## src/rtl/key_tone_player.sv

```systemverilog
// key_tone_player: turns each newly pressed keypad key into a fixed-length square-wave
// note on the beeper, followed by a silent gap.
//
// Ports:
//   clk       system clock
//   rst_n     asynchronous active-low reset
//   en        playback enable; low mutes and forces IDLE
//   key_code  latched key code from the keypad scanner (slow clock domain)
//   beep      square-wave drive to the beeper (registered)
//   playing   high while a note is sounding (registered)
//   note_idx  index of the current or last played note (registered)
//
// The 16 keys map to a major scale from C4 (index 0) to D6 (index 15). A key code is
// valid when bits [7:6] are 00 and bits [5:4] are 01 or 10; bits [3:0] select the note.
module key_tone_player #(
    parameter int unsigned CLK_HZ      = 50000000,
    parameter int unsigned NOTE_CYCLES = 25000000,
    parameter int unsigned GAP_CYCLES  = 2500000
) (
    input  logic       clk,
    input  logic       rst_n,
    input  logic       en,
    input  logic [7:0] key_code,
    output logic       beep,
    output logic       playing,
    output logic [3:0] note_idx
);

    localparam int unsigned FREQ_HZ [16] = '{
        262, 294, 330, 349, 392, 440, 494, 523,
        587, 659, 698, 784, 880, 988, 1047, 1175
    };

    // The lowest note has the longest half-period, so it sizes the phase counter.
    localparam int unsigned HALF_MAX = CLK_HZ / (2 * 262);
    localparam int unsigned PH_W     = (HALF_MAX > 2) ? $clog2(HALF_MAX) : 1;
    localparam int unsigned DUR_MAX  = (NOTE_CYCLES > GAP_CYCLES) ? NOTE_CYCLES : GAP_CYCLES;
    localparam int unsigned DUR_W    = (DUR_MAX > 2) ? $clog2(DUR_MAX) : 1;

    typedef enum logic [1:0] {
        StIdle,
        StPlay,
        StGap
    } state_e;

    // Half-period minus one per note; constant after elaboration.
    logic [PH_W-1:0] half_m1 [16];
    for (genvar i = 0; i < 16; i++) begin : g_half
        assign half_m1[i] = PH_W'(CLK_HZ / (2 * FREQ_HZ[i]) - 1);
    end

    logic [7:0]       s1_q, s2_q, s3_q;
    logic [7:0]       last_q, last_d;
    state_e           state_q, state_d;
    logic [PH_W-1:0]  phase_q, phase_d;
    logic [DUR_W-1:0] dur_q, dur_d;
    logic             beep_q, beep_d;
    logic             playing_q, playing_d;
    logic [3:0]       note_q, note_d;

    logic s3_valid;
    logic accept;

    // A code must be seen identical in two consecutive stages before it is accepted,
    // which filters single-cycle glitches from the slow scanner domain.
    always_comb begin
        s3_valid = (s3_q[7:6] == 2'b00) && ((s3_q[5:4] == 2'b01) || (s3_q[5:4] == 2'b10));
        accept   = (s2_q == s3_q) && s3_valid && (s3_q != last_q);
    end

    always_comb begin
        state_d   = state_q;
        phase_d   = phase_q;
        dur_d     = dur_q;
        beep_d    = beep_q;
        playing_d = playing_q;
        note_d    = note_q;
        // Accepted codes are remembered even while muted so that re-enabling
        // does not replay the last key.
        last_d    = accept ? s3_q : last_q;

        if (!en) begin
            state_d   = StIdle;
            phase_d   = '0;
            dur_d     = '0;
            beep_d    = 1'b0;
            playing_d = 1'b0;
        end else if (accept) begin
            // New note wins over any end-of-note or end-of-gap transition.
            state_d   = StPlay;
            note_d    = s3_q[3:0];
            phase_d   = '0;
            dur_d     = '0;
            beep_d    = 1'b0;
            playing_d = 1'b1;
        end else begin
            unique case (state_q)
                StIdle: begin
                    beep_d    = 1'b0;
                    playing_d = 1'b0;
                end
                StPlay: begin
                    if (dur_q == DUR_W'(NOTE_CYCLES - 1)) begin
                        state_d   = StGap;
                        dur_d     = '0;
                        phase_d   = '0;
                        beep_d    = 1'b0;
                        playing_d = 1'b0;
                    end else begin
                        dur_d = dur_q + DUR_W'(1);
                        if (phase_q == half_m1[note_q]) begin
                            phase_d = '0;
                            beep_d  = ~beep_q;
                        end else begin
                            phase_d = phase_q + PH_W'(1);
                        end
                    end
                end
                StGap: begin
                    beep_d    = 1'b0;
                    playing_d = 1'b0;
                    if (dur_q == DUR_W'(GAP_CYCLES - 1)) begin
                        state_d = StIdle;
                        dur_d   = '0;
                    end else begin
                        dur_d = dur_q + DUR_W'(1);
                    end
                end
                default: begin
                    state_d   = StIdle;
                    beep_d    = 1'b0;
                    playing_d = 1'b0;
                end
            endcase
        end
    end

    always_ff @(posedge clk or negedge rst_n) begin
        if (!rst_n) begin
            s1_q      <= 8'h00;
            s2_q      <= 8'h00;
            s3_q      <= 8'h00;
            last_q    <= 8'h00;
            state_q   <= StIdle;
            phase_q   <= '0;
            dur_q     <= '0;
            beep_q    <= 1'b0;
            playing_q <= 1'b0;
            note_q    <= 4'd0;
        end else begin
            s1_q      <= key_code;
            s2_q      <= s1_q;
            s3_q      <= s2_q;
            last_q    <= last_d;
            state_q   <= state_d;
            phase_q   <= phase_d;
            dur_q     <= dur_d;
            beep_q    <= beep_d;
            playing_q <= playing_d;
            note_q    <= note_d;
        end
    end

    assign beep     = beep_q;
    assign playing  = playing_q;
    assign note_idx = note_q;

endmodule

```

## config.mk

```make
export PLATFORM = sky130hd
export DESIGN_NAME = key_tone_player
export DESIGN_NICKNAME = d
export VERILOG_FILES = /design/src/rtl/key_tone_player.sv
export SDC_FILE = /design/constraint.sdc
export NUM_CORES = 1
export LEC_CHECK = 0
export ABC_CLOCK_PERIOD_IN_PS = 3000
export BUFFER_PORTS_ARGS = -buffer_cell sky130_fd_sc_hd__buf_4
export CAP_MARGIN = 15
export CORE_ASPECT_RATIO = 1.25
export CORE_MARGIN = 5
export CORE_UTILIZATION = 45
export CTS_BUF_LIST = sky130_fd_sc_hd__clkbuf_8 sky130_fd_sc_hd__clkbuf_16
export DETAILED_ROUTE_END_ITERATION = 6
export GPL_ROUTABILITY_DRIVEN = 0
export PLACE_DENSITY = 0.67
export SYNTH_ARGS = -nofsm -noshare
export SYNTH_HDL_FRONTEND = slang
export SYNTH_SLANG_ARGS = --single-unit
```

## constraint.sdc

```tcl
create_clock -name clk -period 3 [get_ports clk]
set_input_delay 0.45 -clock clk [delete_from_list [all_inputs] [get_ports clk]]
set_output_delay 0.45 -clock clk [all_outputs]
set_load 0.02 [all_outputs]
```

## After elaboration in Yosys (flattened, before gate mapping)

Memory sizes are Yosys's and may differ from the RTL's.
Index checks and enable logic that the tools add are counted.

- Add/sub/neg operators: 2
- Order comparisons: 1
- Equality and inequality tests: 15
- Multiplexer cells: 26
- Bitwise gates (word level): 2
- Reductions and logical operators: 8

Operator list:

| kind | count |
|---|---|
| 2-to-1 mux 17 bit | 7 |
| 2-to-1 mux 25 bit | 4 |
| case mux 25 bit (2 select lines) | 1 |
| adder 25 x 1 -> 25 bit, second input constant | 1 |
| equality test 25 x 22 -> 1 bit, second input constant | 1 |
| equality test 25 bit, second input constant | 1 |
| adder 17 x 1 -> 17 bit, second input constant | 1 |
| equality test 17 bit | 1 |
| 2-to-1 mux 1 bit | 9 |
| equality test 8 bit | 1 |
| 2-to-1 mux 2 bit | 4 |
| != test 4 bit, second input constant | 2 |
| != test 8 bit | 1 |
| case mux 2 bit (3 select lines) | 1 |
| >= comparator 5 bit, second input constant | 1 |
| != test 5 bit, second input constant | 1 |
| inverter 4 -> 5 bit | 1 |
| equality test 2 x 1 -> 1 bit, second input constant | 2 |
| equality test 2 bit, second input constant | 2 |
| logical NOT 2 bit | 2 |
| != test 4 x 1 -> 1 bit, second input constant | 1 |
| logical AND 1 bit | 3 |
| != test 3 x 1 -> 1 bit, second input constant | 1 |
| != test 3 bit, second input constant | 1 |
| 4 further kinds | 4 |

- Register bits after elaboration: 82
- Memory bits (read-only): 272
- Output and inout port bits: 6
- Memories kept: 1

Memory list:

| memory | depth | width | rd ports | clocked after Yosys merged registers in | write ports | line | RTL |
|---|---|---|---|---|---|---|---|
| (no name shown) | 16 | 17 | 1 | 0 | 0 | 111 | `if (phase_q == half_m1[note_q]) begin` |

## Logic depth before layout (Yosys ltp)

Gate-level depths: netlist (run 1).

- Depth in word-level cells: 10
- Gate-level depth with buffers: 11

## Worst setup path after synthesis (run 1)

OpenSTA, ideal clock, no wires.

- Path kind: reg-to-reg
- From: register note_q[1], in the netlist note_idx[1]
- To: register phase_q[10]
- Data arrival time: 2.860 ns
- Path slack: -0.002 ns
- Stages on the path, launching flop included: 11
- Buffers on the path: 2
- Period minus slack after synthesis: 3.002 ns
- Path through: dfrtp_1 > inv_1 > ha_1 > clkbuf_1 > mux4_2 > xnor2_1 > nor3_1 > nand4_1 > o31ai_2 > buf_2 > a211oi_1

- Longest elaborated chain between the ends: 10

RTL lines:

| item | line | RTL |
|---|---|---|
| start, declared | 59 | `logic [3:0] note_q, note_d;` |
| start signal, assigned | 160 | `note_q <= note_d;` |
| inverter 4 -> 5 bit (implied by the code) | 111 |  |
| memory (16 x 17 bit) | -- |  |
| 2-to-1 mux 17 bit (implied by the code) (2 in series) | 111 |  |
| equality test 17 bit | 111 |  |
| 2-to-1 mux 17 bit | 111 |  |
| 2-to-1 mux 17 bit | 103 | `if (dur_q == DUR_W'(NOTE_CYCLES - 1)) begin` |
| 2-to-1 mux 17 bit | 97 | `unique case (state_q)` |
| 2-to-1 mux 17 bit | 88 | `end else if (accept) begin` |
| 2-to-1 mux 17 bit | 82 | `if (!en) begin` |
| end signal, assigned | 156 | `phase_q <= phase_d;` |
| end, declared | 55 | `logic [PH_W-1:0] phase_q, phase_d;` |

No other way between the ends. The select of a mux whose other input is x is not followed.
A chain may end at the register's enable or synchronous reset.

## Worst setup path in the final report (run 1)

- From: register note_q[3], in the netlist note_idx[3]
- To: register phase_q[8]

The elaborated chain is that of the path after synthesis.

==> results of run 1 <==
==> timing repair <==
action | CTS | global route
hold buffers | 0 | 0
setup endpoints to repair | 0 | 15
gates resized for setup | 0 | 1
==> critical path, cell delays in order, from the launching register on <==
cell      delay [ns]
dfrtp_1         0.61
buf_4           0.28
a211oi_1        0.36
nor3_1          0.13
nor3_1          0.14
nor4bb_1        0.30
nand4_1         0.20
o31ai_2         0.30
buf_4           0.23
a211oi_1        0.09
==> stage by stage <==
step / setup slack (ns) / std cells / utilization, % / total power, µW
3_3_place_gp: 0.200 / 646 / 49.1 / 1300
5_1_grt: 0.0350 / 662 / 52.1 / 2530
6_report: 0.238 / 662 / 52.1 / 2440
2_1_floorplan: 0.0322 / 496 / - / 1240
4_1_cts: 0.135 / 662 / 52.1 / 2460
3_5_place_dp: 0.160 / 646 / 49.1 / 1300
==> cell families after synthesis <==
group | Yosys count | share of synthesized area, %
adder cells (fa/ha/maj) | 13 | 3.36
multiplexers | 24 | 5.50
AO/OA/AOI/OAI | 109 | 15.9
XOR/XNOR | 38 | 6.87
AND/OR/NAND/NOR | 198 | 22.7
flip-flops | 82 | 42.3
buffers and inverters | 32 | 3.30
==> cell usage after synthesis, drive strengths merged (4+ instances only) <==
cell and n:
and2 10, and3 8, nor4 9, o21ai 32
nor3 11, xnor2 20, buf 12, xor2 18
nor2b 9, or2 6, inv 12, or3 6
or4 5, mux2 11, ha 13, nand4 8
dfrtp 82, nor3b 6, nor2 39, clkbuf 8
and4 4, nand2 34, a21oi 15, nor4bb 4
a22o 16, mux2i 12, nand3 18, nand2b 10
a211oi 16
==> state kept, by name, summed over array words and instances, names as in the netlist <==
signal and flops:
beep 1, dur_q 25, last_q 8, note_idx 4, phase_q 17, playing 1
s1_q 8, s2_q 8, s3_q 8, state_q 2
==> metal layers <==
layer	part of all wire, %	vias up	wire [µm]	track usage [%]
met3	2.8	39	302	2.88
met4	4.2	0	450	8.31
li1	-	1880	-	-
met1	43	1881	4700	23.6
met2	50	77	5350	28.8
met5	0	-	0	0
==> cell type report <==
type	instances	area [µm²]	share of cell area (%)
clock buffers	9	225	4.09
clock inverters	7	95.1	1.73
inverters	12	45.0	0.819
multi-input cells	382	2630	47.9
flip-flops and latches	82	2050	37.3
well taps	132	165	3.00
repair buffers	38	285	5.18
==> path summary, 6_finish.rpt <==
check	depth (start not counted)	slack [ns]	to	from
max	9	0.24	phase_q[8]	note_idx[3]
min	1	0.19	s1_q[6]	rst_n
max reg2reg	9	0.24	phase_q[8]	note_idx[3]
min reg2reg	0	0.35	s2_q[6]	s1_q[6]
max in group asynchronous	2	2.15	dur_q[15]	rst_n
min in group clk	1	0.22	s1_q[2]	key_code[2]
==> power breakdown <==
| group | switching [µW] | internal, µW |
|---|---|---|
| Combinational | 86.1 | 53.9 |
| Sequential | 17.5 | 1130 |
| Clock | 485 | 671 |
==> results.md, run 1 <==
- Outcome: finished, final reports clean
- Vias per cell: 5.86
- Clk Latency, worst-skew pair: 0.34 ns
- Initial core utilization: between 40% and 50%
- Cts bufs inserted: 9
- Yosys top cell area share: 42.3%
- Endpoints failing setup: 0
- Arr. time, crit path: slightly below 3 ns
- CTS H-tree depth: 3
- Post-CTS setup buffers: 0
- Min-Delay Path Class: primary input to async pin
- Cell taking the most area after synthesis: dfrtp_1
- #FFs+latches synth: 82
- Period utilization: 92.1%
- Crit path capture type: flip-flop
- Worst Setup Start Kind: flip-flop
- Crit path max fanout: 20
- Yosys warns: 0
- Layout cell share with drive strength beyond 1: around 16%
- Most frequent cells in the layout: 81 x dfrtp_1, 38 x nor2_1, 38 x buf_4, 34 x nand2_1, 20 x xnor2_1
- GRT Total Usage: ~18%
- Dominant synthesized flop cell: dfrtp_1
- Final antenna-violating net count: 0
- Req. time, crit path: 3.21 ns
- Antenna violations before repair: 0
- DRC: 0
- Die width: about 100 µm
- Syn_nets: 520
- Max VDD drop: around 0.49 mV
- DRT Pass-1 Iters: 4
- Worst Skew: between 0.006 and 0.007 ns
- Cell Area, Placed: 5180 µm²
- Global-route wire length before repair: 18700 µm
- Clock Path Buffers: 2
- Row count: 42
- Ant diodes: 0
- Tmin final: 2.76 ns
- Fin. Hold Viols: 0
- Rel. slew slack: 47.6%
- Largest cells by area after synthesis: dfrtp_1 42%, xnor2_1 3.6%, ha_1 3.4%
- Core Area: about 11000 µm²
- Number of synthesized flops with an enable pin: 0
- Vias in the first global route: 3884
- Async SR Flop Fraction: between 90% and 100%
- PwrDens: 443 nW/µm²
- Synth Cell Area: 4850 µm²
- Port buffer count: 16
- Clock sink total: 82
- Setup TNS: 0 ns
- Leading cell type in the layout, fill and taps excluded: dfrtp_1
- Seq/Total Area, Yosys: 42.3%
- Via count: 3877
- Die area: 13000 µm²
- RSZ-0062 raised after global routing: no
- Routed WL: 10800 µm
- Mapped Cells: 496
- Post-synth cell types: 65
- Fill count: 956
- Max cap viols: 0
- Hold slack final: roughly 0.19 ns
- Total I/O pin count: 17
- Clk pin slew, worst setup/hold paths: around 0.07 ns
- Clock root cell: clkbuf_16
- Post-layout instance area: 5500 µm²
- Iteration-0 DRC Markers: 165
- Max Fclk: between 300 and 400 MHz
- Slew Viols, Final: 0
- Hpwl dp: 7830 µm
- Critical path class: flip-flop to flip-flop
- Gr ovfl total: 0
- CTS tree: done
- Die height: around 130 µm
- Largest net degree at the start of global routing: 65
- Per-cell routed wire length: 16.3 µm
- Fin nets: 549
- Syn avg cell area: 9.77 µm²
- Area growth syn-to-layout: 13.6%
- Worst Max-Slew Pin Slew: 0.786 ns
- Leakage dissipation: ~0.0023 µW
Note: power is estimated with default switching activity, not from simulation.
==> run 2: changes to the inputs <==
Settings changed: ABC_AREA set to 1, ABC_CLOCK_PERIOD_IN_PS 3000 to 2800, PLACE_DENSITY 0.67 to 0.65.
Clock period 3 ns to 2.8 ns, I/O delays scaled along.
==> results.md, run 2 <==
- Seq/Total Area, Yosys: 39.8% (-2.5 points)
- Max Fclk: 412 MHz (+14%)
- Psw: 606 µW (+2.9%)
- CTS Hold Buffers Added: 0 (unchanged)
- Fin nets: 761 (+39%)
- Int Pwr: 1950 µW (+5.4%)
- Vias per cell: 5.36 (-8.5%)
- PwrDens: 451 nW/µm² (+1.7%)
- Fin. Hold Viols: 0 (unchanged)
- Seq pwr share: 48.2% (+1.3 points)
- Synth Area in XOR/XNOR: 5.44% (-1.4 points)
- Largest net degree at the start of global routing: 83 (+28%)
- Endpoints failing setup: 0 (unchanged)
- CP cell instances: inv_1, ha_1, inv_1, nand2_1, nand3_1, nand2_1, nor2_1, nor2_1, nand2_1, nor2_2, nand3_2, nand2_4, nand2_4, nand2_1, nor2_1
- Req. time, crit path: 3.03 ns (-0.18 ns)
- Synth Cell Area: 5150 µm² (+6.4%)
- Gr ovfl total: 0 (unchanged)
- Max cap viols: 0 (unchanged)
- Adder-Cell Fraction of Synth Area: 3.16% (-0.20 points)
- HP Start: key_code[3]
- Clock share of power: 45.7% (-1.7 points)
- Hold EP: s1_q[3]
- Combinational Power Share: 6.2% (+0.5 points)
- Port buffer count: 16 (unchanged)
- CP peak stage delay: 0.52 ns (-0.09 ns)
- Routed WL: 12100 µm (+12%)
- Finished Layout Cells: 877 (+32%)
- Core Area: 11100 µm² (+5.4%)
- Rel. slew slack: 33.6% (-14 points)
- Most common cell in the netlist: nand2_1
- Global-route wire length before repair: 20700 µm (+11%)
- Post-synth cell types: 32 (-51%)
- Yosys top cell area share: 39.8% (-2.5 points)
- Ant diodes: 0 (unchanged)
- Critical path class: flip-flop to flip-flop
- Outcome: finished, final reports clean
- Post-CTS sizing: 0 (unchanged)
- Post-CTS setup buffers: 0 (unchanged)
- Max reg flops: 25 (unchanged)
- Worst Max-Slew Pin Slew: 0.996 ns (+0.210 ns)
- Cts bufs inserted: 9 (unchanged)
- R2r endpoint: phase_q[5]
- Layout cell share with drive strength beyond 1: 7.82% (-8.0 points)
- Leakage dissipation: 0.00263 µW (+15%)
- Clk Latency, worst-skew pair: 0.34 ns (about the same)
- Setup slack, reg-to-reg: 0.37 ns (+0.13 ns)
- Total I/O pin count: 17 (unchanged)
- Min-Delay Path Class: primary input to flip-flop
- Buf/Inv on CP: 2 (unchanged)
- Sw Share: 23.7% (-0.44 points)
- Max VDD drop: 0.348 mV (-30%)
- Die height: 130 µm (+2.9%)
- Most frequent cells in the layout: 211 x nand2_1, 86 x inv_1, 82 x dfrtp_1, 69 x nor2_1, 67 x nand3_1
- Top cell types by occurrence after synthesis: 211 x nand2_1, 84 x inv_1, 82 x dfrtp_1
- Per-cell routed wire length: 13.8 µm (-15%)
- Worst Skew: 0.00878 ns (+0.00249 ns)
- WHS Path Cells: 1
- Crit path capture type: flip-flop
- Worst path slowest cell: dfrtp_1
- Row count: 43 (+2.4%)
- Total power: 2560 µW (+4.8%)
- Syn avg cell area: 7.12 µm² (-27%)
- Async SR Flop Fraction: 100% (unchanged)
- Reg2reg start: note_idx[1]
- Yosys warns: 0 (unchanged)
- Placed Cells incl. Taps: 861 (+33%)
- Worst Setup Start Kind: flip-flop
- Dominant synthesized flop cell: dfrtp_1
- Fill count: 1096 (+15%)
- Multi-input gate area: 2670 µm² (+1.2%)
- Die width: 106 µm (+2.8%)
- Setup TNS: 0 ns (unchanged)
- Clock Path Buffers: 2 (unchanged)
- CTS tree: done
- Clock root cell: clkbuf_16
- DRC: 0 (unchanged)
- Leading cell type in the layout, fill and taps excluded: nand2_1
- Antenna violations before repair: 0 (unchanged)
- Mux cell area share after synthesis: 0.388% (-5.1 points)
- Critical Path Most Common Cell: nand2_1
- Iteration-0 DRC Markers: 286 (+73%)
- Crit-path leading delay family: simple AND/OR/NAND/NOR gates
- Syn_nets: 748 (+44%)
- Largest registers: dur_q x25, phase_q x17
- RSZ-0062 raised after global routing: no
- Cell taking the most area after synthesis: dfrtp_1
- CTS H-tree depth: 3 (unchanged)
- Vias in the first global route: 4491 (+16%)
- Area growth syn-to-layout: 10.0%
- Synth Area in Compound Gates: 6.99% (-8.9 points)
- Via count: 4701 (+21%)
- Synth Area in Simple Gates: 35.8% (+13 points)
- Largest cells by area after synthesis: dfrtp_1 40%, nand2_1 15%, nand3_1 6.5%
- Die area: 13700 µm² (+5.8%)
- R2R cell count: 15 (+6)
- Tmin final: 2.43 ns (-0.332 ns)
- Crit path max fanout: 10 (-50%)
- Period utilization: 86.8% (-5.3 points)
- Clk pin slew, worst setup/hold paths: 0.06 ns (about the same)
- Arr. time, crit path: 2.66 ns (-0.31 ns)
- Hpwl dp: 9170 µm (+17%)
- DRT Pass-1 Iters: 5 (+1)
- Initial core utilization: 46.3% (+0.41 points)
- Mapped Cells: 724 (+46%)
- Top reg by flops: dur_q
- #FFs+latches synth: 82 (unchanged)
- Largest family of logic cells by synthesized area: simple AND/OR/NAND/NOR gates
- Number of synthesized flops with an enable pin: 0 (unchanged)
- Final antenna-violating net count: 0 (unchanged)
- GRT Total Usage: 18.7% (+0.75 points)
- Hold slack final: 0.185 ns (-0.00640 ns)
- Slew Viols, Final: 0 (unchanged)
- Clock sink total: 82 (unchanged)
- Storage cell area: 2050 µm² (about the same)
## run 2: cell types whose count changed after synthesis, moves of 17 or more
cell     delta
nand2_1   +177
inv_1      +73
nor2_1     +31
nand3_1    +50
o21ai_0    +17
nand4_1    +25
## run 2: power groups by stage
stage / registers (µW) / logic [µW] / clock network, µW
detailed placement: 1250 / 159 / 0
floorplan: 1250 / 105 / 0
global route: 1230 / 182 / 1250
CTS: 1230 / 160 / 1200
global placement: 1250 / 157 / 0
finish: 1230 / 157 / 1170
## run 2: cells by family after synthesis
group / Yosys count
xor+xnor: 32
compound gates: 69
mux: 2
buf+inv: 108
flops: 82
simple gates: 418
fa+ha+maj: 13
## run 2: area by class of cell
cell class              count  share of cell area (%)
repair buffers             20                    2.65
clock buffers               9                    3.97
well taps                 135                    2.98
flip-flops and latches     82                    36.2
inverters                  90                    5.96
clock inverters             7                    1.24
multi-input cells         534                    47.0
## run 2: through the flow
stage	worst slack (ns)	util, %	area [µm²]
global placement	0.470	48.3	5380
global route	0.135	50.9	5670
floorplan	0.592	-	5150
detailed placement	0.388	48.3	5380
CTS	0.370	50.9	5670
finish	0.370	50.9	5670
## run 2: how the worst max path moves through the flow
stage	depth (start not counted)	slack [ns]	to	from
floorplan	16	0.59	phase_q[5]	note_idx[0]
global placement	15	0.47	phase_q[5]	note_idx[1]
detailed placement	15	0.39	phase_q[5]	note_idx[1]
CTS	15	0.37	phase_q[5]	note_idx[1]
global route	16	0.14	phase_q[11]	note_idx[1]
finish	15	0.37	phase_q[5]	note_idx[1]
## run 2: metal layers
layer / global-route usage [%] / wire, µm / up-vias
met5: 0 / 0 / -
met4: 10.2 / 543 / 0
met3: 2.84 / 376 / 49
met2: 33.1 / 5970 / 114
met1: 21.7 / 5230 / 2186
li1: - / - / 2352
